$ cat config.mk
export PLATFORM = sky130hd
export DESIGN_NAME = apu_reg_bridge
export DESIGN_NICKNAME = d
export VERILOG_FILES = /design/src/rtl/apu_bridge_pkg.sv /design/src/rtl/uart_rx.sv /design/src/rtl/apu_reg_bridge.sv
export SDC_FILE = /design/constraint.sdc
export NUM_CORES = 1
export LEC_CHECK = 0
export ABC_AREA = 0
export BUFFER_PORTS_ARGS = -buffer_cell sky130_fd_sc_hd__buf_2
export CAP_MARGIN = 25
export CELL_PAD_IN_SITES_DETAIL_PLACEMENT = 0
export CELL_PAD_IN_SITES_GLOBAL_PLACEMENT = 1
export CORE_ASPECT_RATIO = 1.4
export CORE_UTILIZATION = 40
export DETAILED_ROUTE_END_ITERATION = 10
export GPL_ROUTABILITY_DRIVEN = 0
export PLACE_DENSITY_LB_ADDON = 0.08
export SETUP_SLACK_MARGIN = 0.2
export SKIP_CTS_REPAIR_TIMING = 1
export SYNTH_ARGS = -nofsm -noshare
export SYNTH_HDL_FRONTEND = slang
export SYNTH_SLANG_ARGS = --single-unit
$ cat constraint.sdc
create_clock -name clk -period 6.32 [get_ports clk]
set_input_delay 1.264 -clock clk [delete_from_list [all_inputs] [get_ports clk]]
set_output_delay 1.264 -clock clk [all_outputs]
set_load 0.02 [all_outputs]
$ cat src/rtl/apu_bridge_pkg.sv
// Shared types and helpers for the serial register-write bridge.
package apu_bridge_pkg;

    typedef enum logic [2:0] {
        IDLE,
        START,
        DATA,
        STOP,
        BREAK
    } rx_state_e;

    // Set in address bytes, clear in data bytes.
    localparam int unsigned ADDR_FLAG = 7;

    function automatic int unsigned clks_per_bit(input int unsigned clk_hz,
                                                 input int unsigned baud);
        return (clk_hz + baud / 2) / baud;
    endfunction

    function automatic int unsigned addr_width(input int unsigned num_regs);
        return (num_regs > 1) ? $clog2(num_regs) : 1;
    endfunction

endpackage

$ cat src/rtl/uart_rx.sv
// 8N1 receiver: 2-FF synchroniser, bit timer and framing FSM with break recovery.
module uart_rx
    import apu_bridge_pkg::*;
#(
    parameter int unsigned CLKS_PER_BIT = 186
) (
    input  logic       clk_i,
    input  logic       rst_i,
    input  logic       rx_i,
    output logic [7:0] byte_o,
    output logic       byte_valid_o,
    output logic       frame_err_o
);

    localparam int unsigned CntW = (CLKS_PER_BIT > 1) ? $clog2(CLKS_PER_BIT) : 1;
    localparam logic [CntW-1:0] HalfBit = CntW'(CLKS_PER_BIT / 2);
    localparam logic [CntW-1:0] LastCnt = CntW'(CLKS_PER_BIT - 1);

    logic            rx_meta_q, rx_sync_q, rx_prev_q;
    rx_state_e       state_q, state_d;
    logic [CntW-1:0] cnt_q, cnt_d;
    logic [2:0]      bit_q, bit_d;
    logic [7:0]      shift_q, shift_d;
    logic            byte_valid_q, byte_valid_d;
    logic            frame_err_q, frame_err_d;

    always_ff @(posedge clk_i or posedge rst_i) begin
        if (rst_i) begin
            rx_meta_q <= 1'b1;
            rx_sync_q <= 1'b1;
            rx_prev_q <= 1'b1;
        end else begin
            rx_meta_q <= rx_i;
            rx_sync_q <= rx_meta_q;
            rx_prev_q <= rx_sync_q;
        end
    end

    always_comb begin
        state_d      = state_q;
        cnt_d        = cnt_q + 1'b1;
        bit_d        = bit_q;
        shift_d      = shift_q;
        byte_valid_d = 1'b0;
        frame_err_d  = 1'b0;
        unique case (state_q)
            IDLE: begin
                cnt_d = '0;
                if (rx_prev_q && !rx_sync_q) state_d = START;
            end
            START: begin
                if (cnt_q == HalfBit) begin
                    cnt_d = '0;
                    bit_d = '0;
                    // A start bit that is high again at mid-bit is a glitch.
                    state_d = rx_sync_q ? IDLE : DATA;
                end
            end
            DATA: begin
                if (cnt_q == LastCnt) begin
                    cnt_d   = '0;
                    shift_d = {rx_sync_q, shift_q[7:1]};
                    bit_d   = bit_q + 1'b1;
                    if (bit_q == 3'd7) state_d = STOP;
                end
            end
            STOP: begin
                if (cnt_q == LastCnt) begin
                    cnt_d = '0;
                    if (rx_sync_q) begin
                        byte_valid_d = 1'b1;
                        state_d      = IDLE;
                    end else begin
                        frame_err_d = 1'b1;
                        state_d     = BREAK;
                    end
                end
            end
            BREAK: begin
                cnt_d = '0;
                if (rx_sync_q) state_d = IDLE;
            end
            default: begin
                cnt_d   = '0;
                state_d = IDLE;
            end
        endcase
    end

    always_ff @(posedge clk_i or posedge rst_i) begin
        if (rst_i) begin
            state_q      <= IDLE;
            cnt_q        <= '0;
            bit_q        <= '0;
            shift_q      <= '0;
            byte_valid_q <= 1'b0;
            frame_err_q  <= 1'b0;
        end else begin
            state_q      <= state_d;
            cnt_q        <= cnt_d;
            bit_q        <= bit_d;
            shift_q      <= shift_d;
            byte_valid_q <= byte_valid_d;
            frame_err_q  <= frame_err_d;
        end
    end

    assign byte_o       = shift_q;
    assign byte_valid_o = byte_valid_q;
    assign frame_err_o  = frame_err_q;

endmodule

$ cat src/rtl/apu_reg_bridge.sv
// Serial register-write bridge: pairs data/address bytes into register file writes.
// Optional stale-data timeout enabled by defining BRIDGE_TIMEOUT_EN.
module apu_reg_bridge
    import apu_bridge_pkg::*;
#(
    parameter int unsigned CLK_HZ       = 1789773,
    parameter int unsigned BAUD         = 9600,
    parameter int unsigned NUM_REGS     = 16,
    parameter int unsigned TIMEOUT_BITS = 40
) (
    input  logic                             clk,
    input  logic                             rst,
    input  logic                             rx,
    output logic [NUM_REGS*8-1:0]            reg_file,
    output logic                             wr_stb,
    output logic [addr_width(NUM_REGS)-1:0]  wr_addr,
    output logic [7:0]                       wr_data,
    output logic                             frame_err,
    output logic [7:0]                       err_count
);

    localparam int unsigned Cpb   = clks_per_bit(CLK_HZ, BAUD);
    localparam int unsigned AddrW = addr_width(NUM_REGS);

    if (NUM_REGS < 1 || NUM_REGS > 64 || TIMEOUT_BITS == 0 || Cpb < 2) begin : g_bad_params
        $error("apu_reg_bridge: unsupported parameter combination");
    end

    logic [7:0] rx_byte;
    logic       byte_valid;
    logic       rx_frame_err;

    uart_rx #(
        .CLKS_PER_BIT(Cpb)
    ) u_rx (
        .clk_i       (clk),
        .rst_i       (rst),
        .rx_i        (rx),
        .byte_o      (rx_byte),
        .byte_valid_o(byte_valid),
        .frame_err_o (rx_frame_err)
    );

    logic [7:0]       regs_q [NUM_REGS];
    logic [7:0]       regs_d [NUM_REGS];
    logic [6:0]       hold_q, hold_d;
    logic             hold_valid_q, hold_valid_d;
    logic             wr_stb_q, wr_stb_d;
    logic [AddrW-1:0] wr_addr_q, wr_addr_d;
    logic [7:0]       wr_data_q, wr_data_d;
    logic [7:0]       err_q;
    logic             err_inc;
    logic [5:0]       idx;
    logic [7:0]       value;

    assign idx   = rx_byte[6:1];
    assign value = {rx_byte[0], hold_q};

`ifdef BRIDGE_TIMEOUT_EN
    localparam int unsigned TimeoutClks = TIMEOUT_BITS * Cpb;
    localparam int unsigned IdleW       = $clog2(TimeoutClks + 1);

    logic [IdleW-1:0] idle_q;
    logic             idle_hit;

    assign idle_hit = hold_valid_q && (idle_q == IdleW'(TimeoutClks));

    always_ff @(posedge clk or posedge rst) begin
        if (rst) begin
            idle_q <= '0;
        end else if (byte_valid || rx_frame_err || !hold_valid_q || idle_hit) begin
            idle_q <= '0;
        end else begin
            idle_q <= idle_q + 1'b1;
        end
    end
`endif

    always_comb begin
        regs_d       = regs_q;
        hold_d       = hold_q;
        hold_valid_d = hold_valid_q;
        wr_stb_d     = 1'b0;
        wr_addr_d    = wr_addr_q;
        wr_data_d    = wr_data_q;
`ifdef BRIDGE_TIMEOUT_EN
        // Evaluated first so a byte arriving on the timeout cycle overrides it.
        if (idle_hit) hold_valid_d = 1'b0;
`endif
        if (byte_valid) begin
            if (!rx_byte[ADDR_FLAG]) begin
                hold_d       = rx_byte[6:0];
                hold_valid_d = 1'b1;
            end else begin
                if (hold_valid_q && (32'(idx) < NUM_REGS)) begin
                    for (int i = 0; i < NUM_REGS; i++) begin
                        if (idx == 6'(i)) regs_d[i] = value;
                    end
                    wr_stb_d  = 1'b1;
                    wr_addr_d = idx[AddrW-1:0];
                    wr_data_d = value;
                end
                hold_valid_d = 1'b0;
            end
        end
    end

    always_ff @(posedge clk or posedge rst) begin
        if (rst) begin
            for (int i = 0; i < NUM_REGS; i++) regs_q[i] <= '0;
            hold_q       <= '0;
            hold_valid_q <= 1'b0;
            wr_stb_q     <= 1'b0;
            wr_addr_q    <= '0;
            wr_data_q    <= '0;
        end else begin
            regs_q       <= regs_d;
            hold_q       <= hold_d;
            hold_valid_q <= hold_valid_d;
            wr_stb_q     <= wr_stb_d;
            wr_addr_q    <= wr_addr_d;
            wr_data_q    <= wr_data_d;
        end
    end

    // Count is shown already incremented while frame_err is high, so both change together.
    assign err_inc = rx_frame_err && (err_q != 8'hFF);

    always_ff @(posedge clk or posedge rst) begin
        if (rst) begin
            err_q <= '0;
        end else if (err_inc) begin
            err_q <= err_q + 1'b1;
        end
    end

    for (genvar g = 0; g < NUM_REGS; g++) begin : g_flat
        assign reg_file[8*g +: 8] = regs_q[g];
    end

    assign wr_stb    = wr_stb_q;
    assign wr_addr   = wr_addr_q;
    assign wr_data   = wr_data_q;
    assign frame_err = rx_frame_err;
    assign err_count = err_q + {7'd0, err_inc};

endmodule

Yosys cells after proc, flatten, opt, wreduce, memory -nomap -nowiden
Index checks and enable logic that the tools add are counted.
{"block": "totals", "register_bits": 184, "elab_cells": 120, "in_bits": 3, "output_inout_bits": 150}
{"block": "op_classes", "bitwise": 1, "order_cmp": 1, "n_reduce_logical": 29, "addsub": 4, "eq_ne": 29, "mux": 25}
{"operator": "4-bit AND reduction", "count": 16}
{"operator": "6-bit by 4-bit equality test with 1-bit output (second input constant)", "count": 8}
{"operator": "3-bit two-way mux", "count": 9}
{"operator": "6-bit by 3-bit equality test with 1-bit output (second input constant)", "count": 4}
{"operator": "8-bit by 1-bit adder with 8-bit output (second input constant)", "count": 2}
{"operator": "8-bit two-way mux", "count": 2}
{"operator": "8-bit one-hot mux with 2 select lines", "count": 1}
{"operator": "3-bit one-hot mux with 5 select lines", "count": 1}
{"operator": "6-bit by 2-bit equality test with 1-bit output (second input constant)", "count": 2}
{"operator": "2-bit by 1-bit inequality test with 1-bit output (second input constant)", "count": 6}
{"operator": "1-bit two-way mux", "count": 10}
{"operator": "8-bit by 1-bit adder with 8-bit output", "count": 1}
{"operator": "8-bit by 7-bit equality test with 1-bit output (second input constant)", "count": 1}
{"operator": "8-bit equality test (second input constant)", "count": 1}
{"operator": "8-bit inequality test (second input constant)", "count": 1}
{"operator": "3-bit by 2-bit equality test with 1-bit output (second input constant)", "count": 2}
{"operator": "3-bit equality test (second input constant)", "count": 2}
{"operator": "6-bit by 1-bit equality test with 1-bit output (second input constant)", "count": 1}
{"operator": "6-bit logical NOT", "count": 1}
{"operator": "6-bit by 5-bit less-than comparator with 1-bit output (second input constant)", "count": 1}
{"operator": "3-bit one-hot mux with 2 select lines", "count": 1}
{"operator": "3-bit AND reduction", "count": 2}
{"operator": "6-bit AND reduction", "count": 1}
{"operator": "2-bit AND reduction", "count": 2}
{"operator": "other kinds (9)", "count": 11}

Longest topological paths before layout
Gate-level depths: netlist (run 1).
{"block": "logic_depth", "ltp_word": 5, "depth_mapped": 8, "ltp_nobuf": 8}

Cells and area by module
Synthesis (run 1) repeated with hierarchy kept, for this count alone.
{"block": "unflattened", "cells_unflattened": 494, "hier_area_um2": 7579.8}
{"mod": "apu_reg_bridge", "seq_area_each_um2": 3928.8, "cells_per_inst": 395, "area_each_um2": 6336.1, "n_inst": 1}
{"mod": "uart_rx", "seq_area_each_um2": 679.4, "cells_per_inst": 99, "area_each_um2": 1243.7, "n_inst": 1}

Worst setup path after synthesis (run 1)
Ideal clock, no wire load.
{"block": "synth_timing", "path_kind": "reg2out", "start": "register err_q[3]", "end": "output err_count[2]", "setup_slack_ns": 3.137, "path_stages_with_launch": 8, "t_required_ns": 5.056, "path_buffers": 1, "t_arrival_ns": 1.919, "path_cell_list": "dfrtp_1 clkbuf_1 nand4_1 o21ai_1 inv_1 ha_1 ha_1 xor2_1"}
{"block": "synth_via", "elab_chain_len": 3}
{"element": "start, declared", "line": "apu_reg_bridge.sv:51", "rtl": "logic [7:0] err_q;"}
{"element": "start signal, assigned", "line": "apu_reg_bridge.sv:133", "rtl": "err_q <= err_q + 1'b1;"}
{"element": "8-bit inequality test", "line": "apu_reg_bridge.sv:127", "rtl": "assign err_inc = rx_frame_err && (err_q != 8'hFF);"}
{"element": "1-bit logical AND", "line": "apu_reg_bridge.sv:127"}
{"element": "net err_inc", "line": "apu_reg_bridge.sv:52", "rtl": "logic err_inc;"}
{"element": "8-bit by 1-bit adder with 8-bit output", "line": "apu_reg_bridge.sv:145", "rtl": "assign err_count = err_q + {7'd0, err_inc};"}
{"element": "end, declared", "line": "apu_reg_bridge.sv:19", "rtl": "output logic [7:0] err_count"}
The timed path passes the listed nets, and every way through them passes these cells.

Final worst setup path (run 1)
{"block": "layout_timing", "start": "register err_q[1]", "end": "output err_count[4]"}
Same word-level chain as after synthesis.

==> impl_metrics.prom, run 1 <==
# TYPE chip_impl_metric gauge
chip_impl_metric{name="m1WireLength",unit="um"} 7140
chip_impl_metric{name="max-slew-margin-rel",unit=""} 0.368
chip_impl_metric{name="place_hpwl",unit="um"} 10700
chip_impl_metric{name="min_period_over_period",unit=""} 0.602
chip_impl_info{name="synthFlopType",value="sky130_fd_sc_hd__dfrtp_1"} 1
chip_impl_info{name="crit_path_start_kind",value="flop"} 1
chip_impl_metric{name="clock.fmax",unit="MHz"} 263
chip_impl_metric{name="cts.htree.levels",unit=""} 4
chip_impl_info{name="tritoncts",value="done"} 1
chip_impl_metric{name="max-clock-path-buffers",unit=""} 2
chip_impl_metric{name="placeableCoreArea",unit="um2"} 18100
chip_impl_metric{name="clock_skew",unit="ns"} 0.00749
chip_impl_info{name="netlist.top_cell.by_area",value="sky130_fd_sc_hd__dfrtp_1"} 1
chip_impl_info{name="highest-signal-layer",value="met4"} 1
chip_impl_info{name="path_delay_family",value="adder cells"} 1
chip_impl_metric{name="post_route_cells_drive_above_1_share",unit=""} 0.519
chip_impl_metric{name="powerDensity",unit="nW/um2"} 250
chip_impl_metric{name="finalSetupViolations",unit=""} 0
chip_impl_metric{name="all_layer_gr_usage",unit=""} 0.185
chip_impl_info{name="holdCritPathClass",value="reg2reg"} 1
chip_impl_metric{name="grt_max_degree",unit=""} 173
chip_impl_info{name="clk_root_buffer_cell",value="sky130_fd_sc_hd__clkbuf_16"} 1
chip_impl_metric{name="post_synthesis_net_count",unit=""} 519
chip_impl_metric{name="vias",unit=""} 4506
chip_impl_metric{name="synth.avg_cell_area",unit="um2"} 14.6
chip_impl_info{name="crit_top_cell",value="sky130_fd_sc_hd__ha_1"} 1
chip_impl_metric{name="dpl_worst_slack",unit="ns"} 2.97
chip_impl_metric{name="cp_data_arrival_time",unit="ns"} 2.54
chip_impl_metric{name="die_x",unit="um"} 117
chip_impl_metric{name="ys_ff_latch",unit=""} 184
chip_impl_metric{name="finalCriticalPeriod",unit="ns"} 3.80
chip_impl_metric{name="route.met2.wl",unit="um"} 8100
chip_impl_metric{name="ys_async_sr_fraction",unit=""} 1.00
chip_impl_metric{name="timing.critical_path.slowest_cell_delay",unit="ns"} 0.42
chip_impl_metric{name="cts_num_sinks",unit=""} 184
chip_impl_metric{name="pin_slew_with_the_least_headroom_to_its_limit",unit="ns"} 0.948
chip_impl_metric{name="drt_iter0_drc",unit=""} 321
chip_impl_metric{name="antennaDiodeCount",unit=""} 0
chip_impl_metric{name="route.detailed.wl_per_inst",unit="um"} 18.0
chip_impl_metric{name="crit_buf_inv",unit=""} 2
chip_impl_metric{name="drtAntennaViolNets",unit=""} 0
chip_impl_metric{name="syn-cell-area",unit="um2"} 7420
chip_impl_metric{name="floorplan.initialDensity",unit=""} 0.411
chip_impl_metric{name="rows",unit=""} 58
chip_impl_metric{name="critPathRequiredTime",unit="ns"} 5.06
chip_impl_metric{name="via_per_inst",unit=""} 4.94
chip_impl_info{name="worstSetupEndpointType",value="output pin"} 1
chip_impl_metric{name="io-pin-count",unit=""} 153
chip_impl_metric{name="drc_violations",unit=""} 0
chip_impl_metric{name="totalNegativeSetupSlack",unit="ns"} 0
chip_impl_metric{name="power.leakage",unit="nW"} 4.90
chip_impl_metric{name="grt_first_pass_wirelength",unit="um"} 26100
chip_impl_metric{name="routed_wirelength",unit="um"} 16400
chip_impl_info{name="crit_type",value="reg2out"} 1
chip_impl_metric{name="cts_buffers",unit=""} 17
chip_impl_metric{name="placed_area",unit="um2"} 8410
chip_impl_metric{name="port_buffers",unit=""} 152
chip_impl_metric{name="met3_wirelength",unit="um"} 1020
chip_impl_info{name="rsz0062_at_grt",value="false"} 1
chip_impl_info{name="netlist_top_cells_area",value="sky130_fd_sc_hd__dfrtp_1, sky130_fd_sc_hd__mux2_2, sky130_fd_sc_hd__nand2_1"} 1
chip_impl_info{name="worst_path_max_delay_cell",value="sky130_fd_sc_hd__dfrtp_1"} 1
chip_impl_info{name="worstPathCellList",value="ha_1 > nand3_1 > o21ai_1 > inv_1 > ha_1 > ha_1 > nand3_1 > xnor2_1 > buf_2"} 1
chip_impl_metric{name="number_of_global_route_vias_before_repair",unit=""} 4591
chip_impl_metric{name="number_of_synthesis_warnings",unit=""} 0
chip_impl_metric{name="grt_remaining_overflow",unit=""} 0
chip_impl_metric{name="finalNetCount",unit=""} 669
chip_impl_metric{name="worstSkewPairLatency",unit="ns"} 0.43
chip_impl_metric{name="drt-pass1-iter-count",unit=""} 4
chip_impl_metric{name="yosysTopAreaCellShare",unit=""} 0.610
chip_impl_metric{name="die_area",unit="um2"} 19100
chip_impl_metric{name="synth_edf_count",unit=""} 0
chip_impl_metric{name="floorplan.die.height",unit="um"} 163
chip_impl_metric{name="antenna_found_initial",unit=""} 0
chip_impl_metric{name="layout_setup_ws",unit="ns"} 2.52
chip_impl_metric{name="netlist-cell-type-count",unit=""} 46
chip_impl_metric{name="synth.yosys.seq_area_share",unit=""} 0.621
chip_impl_metric{name="finalMaxSlewViolations",unit=""} 0
chip_impl_metric{name="maxCapViolations",unit=""} 0
chip_impl_metric{name="timing_hold_violations_final",unit=""} 0
chip_impl_metric{name="design_area",unit="um2"} 8980
chip_impl_metric{name="synth_cells",unit=""} 509
chip_impl_metric{name="areaGrowthSynthToFinish",unit="%"} 21.0
chip_impl_metric{name="critical_path_peak_fanout",unit=""} 6
chip_impl_metric{name="worst_ir_drop_vdd",unit="mV"} 0.170
chip_impl_metric{name="worst_setup_hold_path_clk_slew",unit="ns"} 0.07
chip_impl_info{name="result_of_the_run",value="finished clean"} 1
power breakdown:
| group | internal (W) | leakage (nW) | switching, W | total [W] |
|---|---|---|---|---|
| combinational | 0.00000529 | 2.06 | 0.0000269 | 0.0000322 |
| clock | 0.000569 | 0.278 | 0.000458 | 0.00103 |
| sequential | 0.00118 | 2.56 | 0.00000353 | 0.00118 |
| total | 0.00176 | 4.90 | 0.000488 | 0.00224 |
state kept, by name, summed over array words and instances, names as in the netlist, 3 cells and up:
name,cells
err_q,8
hold_q,7
reg_file,128
u_rx.bit_q,3
u_rx.byte_o,8
u_rx.cnt_q,8
u_rx.state_q,3
wr_addr,4
wr_data,8
logic make-up (layout without fill, tap and decap cells):
logic type      Yosys count  count (layout)  share of synthesized area
mux                     145             145                      0.220
compound gates            8               8                    0.00792
simple gates            115             115                     0.0983
fa+ha+maj                 7               7                     0.0118
flops                   184             184                      0.621
buf+inv                  30             193                     0.0177
xor+xnor                 20              20                     0.0236
per-stage QoR:
| step | util | power, W | hold WS (ns) | std cells |
|---|---|---|---|---|
| after global placement | 0.465 | 0.00124 | 0.350 | 880 |
| final | 0.497 | 0.00224 | 0.357 | 912 |
| after CTS | 0.497 | 0.00228 | 0.358 | 912 |
| after detailed placement | 0.465 | 0.00124 | 0.347 | 880 |
| after global routing | 0.497 | 0.00232 | 0.367 | 912 |
| after floorplan | - | 0.00123 | 0.345 | 509 |
cell usage after synthesis, types with 5 or more instances:
| cell | n |
|---|---|
| sky130_fd_sc_hd__dfrtp_1 | 181 |
| sky130_fd_sc_hd__inv_1 | 6 |
| sky130_fd_sc_hd__ha_1 | 7 |
| sky130_fd_sc_hd__nand3_1 | 10 |
| sky130_fd_sc_hd__xor2_1 | 11 |
| sky130_fd_sc_hd__buf_2 | 5 |
| sky130_fd_sc_hd__nand2_1 | 43 |
| sky130_fd_sc_hd__clkbuf_1 | 13 |
| sky130_fd_sc_hd__nor4_4 | 6 |
| sky130_fd_sc_hd__nor2_1 | 22 |
| sky130_fd_sc_hd__xnor2_1 | 9 |
| sky130_fd_sc_hd__mux2_2 | 141 |
routing by layer:
metal  GRT usage  vias up
met5           0        -
li1            -     2064
met3      0.0564       13
met4      0.0552        0
met2       0.302      125
met1       0.235     2304
layout make-up:
type                            count  area [um2]
Inverter                            7        30.0
Tap cell                          240         300
Clock buffer                       20         457
Sequential cell                   184        4610
Clock inverter                     12         116
Fill cell                        1652        9090
Timing Repair Buffer              154         788
Multi-Input combinational cell    295        2680
path summary, 6_finish.rpt:
path	startpoint	endpoint	cells past startpoint	slack, ns
min in group asynchronous	rst	err_q[5]$_DFFE_PP0P_	2	0.79
hold reg to reg	u_rx.rx_meta_q$_DFF_PP1_	u_rx.rx_sync_q$_DFF_PP1_	0	0.36
setup / recovery	err_q[1]$_DFFE_PP0P_	err_count[4]	9	2.52
setup reg to reg	u_rx.byte_o[2]$_DFFE_PP0P_	reg_file[115]$_DFFE_PP0P_	3	3.78
hold / removal	u_rx.rx_meta_q$_DFF_PP1_	u_rx.rx_sync_q$_DFF_PP1_	0	0.36
max in group asynchronous	rst	reg_file[69]$_DFFE_PP0P_	3	4.32
cells in the final DEF (no fill, tap or decap), types with 3 or more instances in the layout:
| cell | instances |
|---|---|
| sky130_fd_sc_hd__and3_1 | 3 |
| sky130_fd_sc_hd__buf_2 | 152 |
| sky130_fd_sc_hd__clkbuf_16 | 17 |
| sky130_fd_sc_hd__clkinv_4 | 3 |
| sky130_fd_sc_hd__clkinvlp_4 | 3 |
| sky130_fd_sc_hd__dfrtp_1 | 181 |
| sky130_fd_sc_hd__dfstp_2 | 3 |
| sky130_fd_sc_hd__ha_1 | 7 |
| sky130_fd_sc_hd__inv_1 | 5 |
| sky130_fd_sc_hd__inv_6 | 4 |
| sky130_fd_sc_hd__mux2_2 | 141 |
| sky130_fd_sc_hd__nand2_1 | 43 |
| sky130_fd_sc_hd__nand2b_1 | 3 |
| sky130_fd_sc_hd__nand3_1 | 10 |
| sky130_fd_sc_hd__nand4_1 | 4 |
| sky130_fd_sc_hd__nor2_1 | 22 |
| sky130_fd_sc_hd__nor3_1 | 3 |
| sky130_fd_sc_hd__nor3_2 | 4 |
| sky130_fd_sc_hd__nor4_4 | 6 |
| sky130_fd_sc_hd__xnor2_1 | 9 |
| sky130_fd_sc_hd__xor2_1 | 11 |
No activity file was read; power rests on OpenSTA's default activity.
==> run 2, diff against run 1 <==
- CORE_UTILIZATION: 40 -> 44
- clock period: 6.32 -> 3.9 ns (I/O delays scaled with it)
==> run 2 against run 1 <==
- non-clock buffer count up 4
- die area down 9.0%
- critical path depth unchanged
- largest power group unchanged
- sequential share of layout area up 0.093 points
- sequential power up 63%
- hold slack got worse by 0.10 ns
- the run now ends with DRC left
==> impl_metrics.prom, run 2 (synthesized netlist as in run 1, its figures left out) <==
# TYPE chip_impl_metric gauge
chip_impl_info{name="result_of_the_run",value="finished, violations left"} 1
chip_impl_info{name="failing_checks",value="DRC"} 1
chip_impl_metric{name="io-pin-count",unit=""} 153
chip_impl_metric{name="clock.fmax",unit="MHz"} 302
chip_impl_metric{name="cts.htree.levels",unit=""} 4
chip_impl_metric{name="critPathRequiredTime",unit="ns"} 3.12
chip_impl_metric{name="dpl.cell_count",unit=""} 842
chip_impl_metric{name="timing_hold_violations_final",unit=""} 0
chip_impl_metric{name="number_of_global_route_vias_before_repair",unit=""} 4745
chip_impl_metric{name="max-clock-path-buffers",unit=""} 2
chip_impl_metric{name="worst_ir_drop_vdd",unit="mV"} 0.256
chip_impl_metric{name="post_layout_nonfiller_instances",unit=""} 875
chip_impl_metric{name="cts_buffers",unit=""} 17
chip_impl_metric{name="finalMaxSlewViolations",unit=""} 0
chip_impl_metric{name="die_x",unit="um"} 112
chip_impl_metric{name="grt_first_pass_wirelength",unit="um"} 26500
chip_impl_metric{name="routed_wirelength",unit="um"} 16200
chip_impl_metric{name="largest_register_ffs",unit=""} 128
chip_impl_metric{name="finalSetupViolations",unit=""} 0
chip_impl_metric{name="max-slew-margin-rel",unit=""} 0.405
chip_impl_metric{name="drt_iter0_drc",unit=""} 156
chip_impl_metric{name="worst_setup_hold_path_clk_slew",unit="ns"} 0.06
chip_impl_info{name="clk_root_buffer_cell",value="sky130_fd_sc_hd__clkbuf_16"} 1
chip_impl_metric{name="drtAntennaViolNets",unit=""} 0
chip_impl_info{name="crit_type",value="reg2out"} 1
chip_impl_metric{name="post_route_cells_drive_above_1_share",unit=""} 0.524
chip_impl_metric{name="drt-pass1-iter-count",unit=""} 7
chip_impl_info{name="tritoncts",value="done"} 1
chip_impl_metric{name="final_core_util",unit=""} 0.550
chip_impl_metric{name="port_buffers",unit=""} 152
chip_impl_info{name="most-common-layout-cells",value="sky130_fd_sc_hd__dfrtp_1, sky130_fd_sc_hd__buf_2, sky130_fd_sc_hd__mux2_2, sky130_fd_sc_hd__nand2_1, sky130_fd_sc_hd__nor2_1"} 1
chip_impl_metric{name="cp_data_arrival_time",unit="ns"} 2.53
chip_impl_metric{name="totalNegativeSetupSlack",unit="ns"} 0
chip_impl_metric{name="grt_max_degree",unit=""} 58
chip_impl_metric{name="worstSkewPairLatency",unit="ns"} 0.42
chip_impl_metric{name="die_area",unit="um2"} 17400
chip_impl_metric{name="design_area",unit="um2"} 8960
chip_impl_metric{name="pin_slew_with_the_least_headroom_to_its_limit",unit="ns"} 0.893
chip_impl_metric{name="clock_skew",unit="ns"} 0.0122
chip_impl_metric{name="via_per_inst",unit=""} 5.17
chip_impl_metric{name="finalNetCount",unit=""} 673
chip_impl_metric{name="floorplan.die.height",unit="um"} 156
chip_impl_metric{name="powerDensity",unit="nW/um2"} 398
chip_impl_info{name="layout.cells.most_common",value="sky130_fd_sc_hd__dfrtp_1"} 1
chip_impl_metric{name="antenna_found_initial",unit=""} 0
chip_impl_metric{name="r2r_setup_slack",unit="ns"} 1.46
chip_impl_info{name="rsz0062_at_grt",value="false"} 1
chip_impl_info{name="crit_path_start_kind",value="flop"} 1
chip_impl_metric{name="maxCapViolations",unit=""} 0
chip_impl_metric{name="placeableCoreArea",unit="um2"} 16300
chip_impl_metric{name="layout_setup_ws",unit="ns"} 0.592
chip_impl_metric{name="place_hpwl",unit="um"} 10900
chip_impl_metric{name="floorplan.initialDensity",unit=""} 0.455
chip_impl_metric{name="layout.filler_cells",unit=""} 1424
chip_impl_info{name="worstSetupEndpointType",value="output pin"} 1
chip_impl_metric{name="placed_area",unit="um2"} 8390
chip_impl_metric{name="cts_num_sinks",unit=""} 184
chip_impl_metric{name="route.detailed.wl_per_inst",unit="um"} 18.5
chip_impl_metric{name="grt_remaining_overflow",unit=""} 0
chip_impl_info{name="holdCritPathClass",value="in2async"} 1
chip_impl_metric{name="antennaDiodeCount",unit=""} 0
chip_impl_metric{name="finalCriticalPeriod",unit="ns"} 3.31
chip_impl_metric{name="all_layer_gr_usage",unit=""} 0.201
chip_impl_metric{name="rows",unit=""} 55
chip_impl_metric{name="dpl_worst_slack",unit="ns"} 1.03
chip_impl_metric{name="min_period_over_period",unit=""} 0.848
chip_impl_metric{name="power.leakage",unit="nW"} 4.93
chip_impl_metric{name="vias",unit=""} 4528
chip_impl_metric{name="areaGrowthSynthToFinish",unit="%"} 20.8
chip_impl_metric{name="critical_path_peak_fanout",unit=""} 6
chip_impl_metric{name="drc_violations",unit=""} 13
[run 2: routing by layer]
layer | GRT usage | vias up | part of all wire
met1 | 0.246 | 2330 | 0.42
met3 | 0.0556 | 11 | 0.054
met5 | 0 | - | 0
met4 | 0.0579 | 0 | 0.011
met2 | 0.346 | 107 | 0.51
li1 | - | 2080 | -
[run 2: through the flow]
stage	total power (W)	hold slack (ns)
2_1_floorplan	0.00199	0.345
3_3_place_gp	0.00201	0.348
3_5_place_dp	0.00202	0.359
4_1_cts	0.00361	0.369
5_1_grt	0.00370	0.233
6_report	0.00357	0.257
[run 2: critical path: stages (launching register included)]
cell and delay, ns:
sky130_fd_sc_hd__dfrtp_1 0.41, sky130_fd_sc_hd__ha_1 0.23, sky130_fd_sc_hd__nand3_1 0.09, sky130_fd_sc_hd__o21ai_1 0.37, sky130_fd_sc_hd__inv_1 0.18, sky130_fd_sc_hd__ha_1 0.23, sky130_fd_sc_hd__ha_1 0.22, sky130_fd_sc_hd__nand3_1 0.10
sky130_fd_sc_hd__xnor2_1 0.11, sky130_fd_sc_hd__buf_2 0.18
[run 2: report_power, final]
group          total (W)  internal, W  switching, W
logic          0.0000593    0.0000140     0.0000453
registers        0.00192      0.00191    0.00000586
clock network    0.00159     0.000882      0.000706
[run 2: worst paths after layout]
kind | start | endpoint | cells after the start
max | err_q[1]$_DFFE_PP0P_ | err_count[4] | 9
min | rst | u_rx.state_q[1]$_DFFE_PP0P_ | 2
max reg2reg | u_rx.byte_o[2]$_DFFE_PP0P_ | reg_file[116]$_DFFE_PP0P_ | 3
min reg2reg | u_rx.rx_meta_q$_DFF_PP1_ | u_rx.rx_sync_q$_DFF_PP1_ | 0
max in group asynchronous | rst | reg_file[63]$_DFFE_PP0P_ | 4
min in group clk | u_rx.rx_meta_q$_DFF_PP1_ | u_rx.rx_sync_q$_DFF_PP1_ | 0
[run 2: layout make-up]
cell class / instances / area [um2] / share of cell area
sequential: 184 / 4610 / 0.514
multi-input combinational: 295 / 2680 / 0.299
clock inverter: 11 / 72.6 / 0.00809
clock buffer: 21 / 480 / 0.0536
inverter: 7 / 30.0 / 0.00335
tap: 199 / 249 / 0.0278
timing repair buffer: 158 / 843 / 0.0941
==> run 3, diff against run 2 <==
- ABC_AREA: 0 -> 1
- CORE_UTILIZATION: 44 -> 37
- clock period: 3.9 -> 3 ns (I/O delays scaled with it)
==> run 3 against run 2 <==
- the run now ends clean
- hold slack better by 0.021 ns
- non-clock buffer count is 4 higher
- utilization is 8.0 points lower
- combinational power grew to 5.2 times the previous value
- largest cell class unchanged
==> impl_metrics.prom, run 3 <==
# TYPE chip_impl_metric gauge
chip_impl_metric{name="r2r_setup_slack",unit="ns"} 0.96
chip_impl_metric{name="largest_register_ffs",unit=""} 128
chip_impl_info{name="synthFlopType",value="sky130_fd_sc_hd__dfrtp_1"} 1
chip_impl_metric{name="dpl_worst_slack",unit="ns"} 0.421
chip_impl_metric{name="hold_path_stages",unit=""} 1
chip_impl_metric{name="number_of_synthesis_warnings",unit=""} 0
chip_impl_info{name="ys_top_cells_by_count",value="sky130_fd_sc_hd__nand2_1, sky130_fd_sc_hd__dfrtp_1, sky130_fd_sc_hd__o21ai_1"} 1
chip_impl_metric{name="areaGrowthSynthToFinish",unit="%"} 23.8
chip_impl_metric{name="maxCapViolations",unit=""} 0
chip_impl_metric{name="drtAntennaViolNets",unit=""} 0
chip_impl_info{name="synth.most_common_cell",value="sky130_fd_sc_hd__nand2_1"} 1
chip_impl_metric{name="antennaDiodeCount",unit=""} 0
chip_impl_info{name="layout.cells.most_common",value="sky130_fd_sc_hd__nand2_1"} 1
chip_impl_metric{name="multiInputGateArea",unit="um2"} 2450
chip_impl_metric{name="synth_edf_count",unit=""} 0
chip_impl_metric{name="clock.fmax",unit="MHz"} 349
chip_impl_metric{name="worstRegToRegCells",unit=""} 8
chip_impl_metric{name="antenna_found_initial",unit=""} 0
chip_impl_info{name="most-common-layout-cells",value="sky130_fd_sc_hd__nand2_1, sky130_fd_sc_hd__dfrtp_1, sky130_fd_sc_hd__buf_2, sky130_fd_sc_hd__o21ai_1"} 1
chip_impl_metric{name="clock_skew",unit="ns"} 0.0132
chip_impl_metric{name="yosysTopAreaCellShare",unit=""} 0.619
chip_impl_metric{name="netlist-cell-type-count",unit=""} 27
chip_impl_metric{name="port_buffers",unit=""} 152
chip_impl_metric{name="grt_max_degree",unit=""} 159
chip_impl_metric{name="routed_wirelength",unit="um"} 18600
chip_impl_metric{name="finalNetCount",unit=""} 898
chip_impl_metric{name="vias",unit=""} 5439
chip_impl_metric{name="final-seq-area",unit="um2"} 4610
chip_impl_info{name="rsz0062_at_grt",value="true"} 1
chip_impl_metric{name="ys_async_sr_fraction",unit=""} 1.00
chip_impl_metric{name="layout_setup_ws",unit="ns"} 0.138
chip_impl_metric{name="worst_ir_drop_vdd",unit="mV"} 0.321
chip_impl_metric{name="all_layer_gr_usage",unit=""} 0.190
chip_impl_metric{name="route.detailed.wl_per_inst",unit="um"} 16.2
chip_impl_metric{name="drc_violations",unit=""} 0
chip_impl_metric{name="post_route_cells_drive_above_1_share",unit=""} 0.274
chip_impl_metric{name="cts_num_sinks",unit=""} 184
chip_impl_metric{name="hold_slack",unit="ns"} 0.278
chip_impl_info{name="clk_root_buffer_cell",value="sky130_fd_sc_hd__clkbuf_16"} 1
chip_impl_metric{name="synth.avg_cell_area",unit="um2"} 9.91
chip_impl_metric{name="synth_cells",unit=""} 738
chip_impl_metric{name="die_x",unit="um"} 121
chip_impl_info{name="holdCritPathClass",value="in2reg"} 1
chip_impl_info{name="crit_type",value="reg2out"} 1
chip_impl_info{name="result_of_the_run",value="finished clean"} 1
chip_impl_metric{name="worst_setup_hold_path_clk_slew",unit="ns"} 0.07
chip_impl_metric{name="max-slew-margin-rel",unit=""} 0.371
chip_impl_metric{name="grt_remaining_overflow",unit=""} 0
chip_impl_metric{name="power.leakage",unit="nW"} 4.43
chip_impl_metric{name="cts_buffers",unit=""} 17
chip_impl_metric{name="syn-cell-area",unit="um2"} 7310
chip_impl_metric{name="synth.yosys.seq_area_share",unit=""} 0.630
chip_impl_metric{name="final_core_util",unit=""} 0.469
chip_impl_metric{name="post_synthesis_net_count",unit=""} 748
chip_impl_metric{name="io-pin-count",unit=""} 153
chip_impl_metric{name="via_per_inst",unit=""} 4.73
chip_impl_metric{name="grt_first_pass_wirelength",unit="um"} 29400
chip_impl_metric{name="finalSetupViolations",unit=""} 0
chip_impl_metric{name="finalMaxSlewViolations",unit=""} 0
chip_impl_metric{name="max-clock-path-buffers",unit=""} 2
chip_impl_info{name="worstHoldEndpoint",value="u_rx.rx_meta_q$_DFF_PP1_"} 1
chip_impl_metric{name="timing_hold_violations_final",unit=""} 0
chip_impl_metric{name="critPathRequiredTime",unit="ns"} 2.40
chip_impl_metric{name="cp_data_arrival_time",unit="ns"} 2.26
chip_impl_metric{name="finalCriticalPeriod",unit="ns"} 2.86
chip_impl_metric{name="worstSkewPairLatency",unit="ns"} 0.42
chip_impl_metric{name="post_layout_nonfiller_instances",unit=""} 1149
chip_impl_metric{name="pin_slew_with_the_least_headroom_to_its_limit",unit="ns"} 0.943
chip_impl_info{name="worstSetupEndpointType",value="output pin"} 1
chip_impl_metric{name="die_area",unit="um2"} 20300
chip_impl_info{name="crit_path_start_kind",value="flop"} 1
chip_impl_metric{name="powerDensity",unit="nW/um2"} 580
chip_impl_metric{name="dpl.cell_count",unit=""} 1110
chip_impl_metric{name="drt-pass1-iter-count",unit=""} 4
chip_impl_info{name="rr_startpoint",value="u_rx.byte_o[6]$_DFFE_PP0P_"} 1
chip_impl_metric{name="rows",unit=""} 60
chip_impl_metric{name="cts.htree.levels",unit=""} 4
chip_impl_metric{name="layout.filler_cells",unit=""} 1849
chip_impl_metric{name="ys_ff_latch",unit=""} 184
chip_impl_metric{name="min_period_over_period",unit=""} 0.954
chip_impl_metric{name="number_of_global_route_vias_before_repair",unit=""} 5287
chip_impl_metric{name="drt_iter0_drc",unit=""} 468
chip_impl_info{name="timing.rr.end",value="reg_file[67]$_DFFE_PP0P_"} 1
chip_impl_metric{name="floorplan.initialDensity",unit=""} 0.379
chip_impl_info{name="netlist_top_cells_area",value="sky130_fd_sc_hd__dfrtp_1, sky130_fd_sc_hd__nand2_1, sky130_fd_sc_hd__o21ai_1"} 1
chip_impl_metric{name="totalNegativeSetupSlack",unit="ns"} 0
chip_impl_metric{name="floorplan.die.height",unit="um"} 168
chip_impl_metric{name="critical_path_peak_fanout",unit=""} 4
chip_impl_info{name="hold_path.startpoint",value="rx"} 1
chip_impl_metric{name="placeableCoreArea",unit="um2"} 19300
chip_impl_info{name="netlist.top_cell.by_area",value="sky130_fd_sc_hd__dfrtp_1"} 1
chip_impl_info{name="tritoncts",value="done"} 1
chip_impl_metric{name="place_hpwl",unit="um"} 11800
==> run 3: changes by cell type in the layout (fill, tap and decap cells not counted), sizes merged, moves of 4 or more <==
cell	before	now
o21ai	3	163
inv	7	50
nand2	43	219
clkinv	9	2
mux2	143	0
nor2	23	32
nand3	11	26
nor4	7	0
xnor2	9	1
buf	158	162
==> run 3: worst max path at each step <==
| stage | from | endpoint | slack, ns | cells after the start |
|---|---|---|---|---|
| final | err_q[1]$_DFFE_PP0P_ | err_count[6] | 0.14 | 9 |
| after CTS | err_q[1]$_DFFE_PP0P_ | err_count[6] | -0.05 | 9 |
| after detailed placement | err_q[1]$_DFFE_PP0P_ | err_count[6] | 0.42 | 9 |
| after global routing | err_q[1]$_DFFE_PP0P_ | err_count[4] | 0.09 | 9 |
| after global placement | err_q[1]$_DFFE_PP0P_ | err_count[4] | 0.56 | 9 |
| after floorplan | rst | err_q[0]$_DFFE_PP0P_ | 0.04 | 1 |
==> run 3: per-layer routing <==
layer / GRT usage / share of wire / vias to the layer above
li1: - / - / 2697
met1: 0.251 / 0.45 / 2604
met2: 0.309 / 0.48 / 132
met3: 0.0512 / 0.060 / 6
met4: 0.0505 / 0.0060 / 0
met5: 0 / 0 / -
==> run 3: power by group <==
part | switching [W] | total [W] | internal [W] | leakage [nW]
logic | 0.000223 | 0.000309 | 0.0000864 | 1.57
clock network | 0.000962 | 0.00238 | 0.00142 | 0.307
registers | 0.0000391 | 0.00256 | 0.00252 | 2.55
total | 0.00122 | 0.00525 | 0.00402 | 4.43
==> run 3: area by class of cell <==
type / count / share of cell area
Sequential cell: 184 / 0.509
Timing Repair Buffer: 162 / 0.0945
Inverter: 47 / 0.0202
Tap cell: 248 / 0.0343
Multi-Input combinational cell: 476 / 0.271
Clock buffer: 21 / 0.0531
Clock inverter: 11 / 0.0174
==> run 3: worst max-delay path: stages, from the launching register on <==
cell,delay [ns]
sky130_fd_sc_hd__dfrtp_2,0.47
sky130_fd_sc_hd__ha_4,0.20
sky130_fd_sc_hd__inv_4,0.06
sky130_fd_sc_hd__nor3_4,0.03
sky130_fd_sc_hd__a21boi_2,0.22
sky130_fd_sc_hd__ha_4,0.21
sky130_fd_sc_hd__ha_4,0.16
sky130_fd_sc_hd__nand2_1,0.07
sky130_fd_sc_hd__xor2_1,0.23
sky130_fd_sc_hd__buf_4,0.19
==> run 3: through the flow <==
stage	instance area, um2	power [W]
2_1_floorplan	7320	0.00284
3_3_place_gp	8280	0.00292
3_5_place_dp	8280	0.00293
4_1_cts	8920	0.00533
5_1_grt	9050	0.00547
6_report	9050	0.00525
==> run 3: kinds of logic after synthesis <==
group                    synth area share
buffers and inverters              0.0440
adder cells (fa/ha/maj)            0.0120
AO/OA/AOI/OAI                       0.115
AND/OR/NAND/NOR                     0.182
XOR/XNOR                           0.0168
flip-flops                          0.630
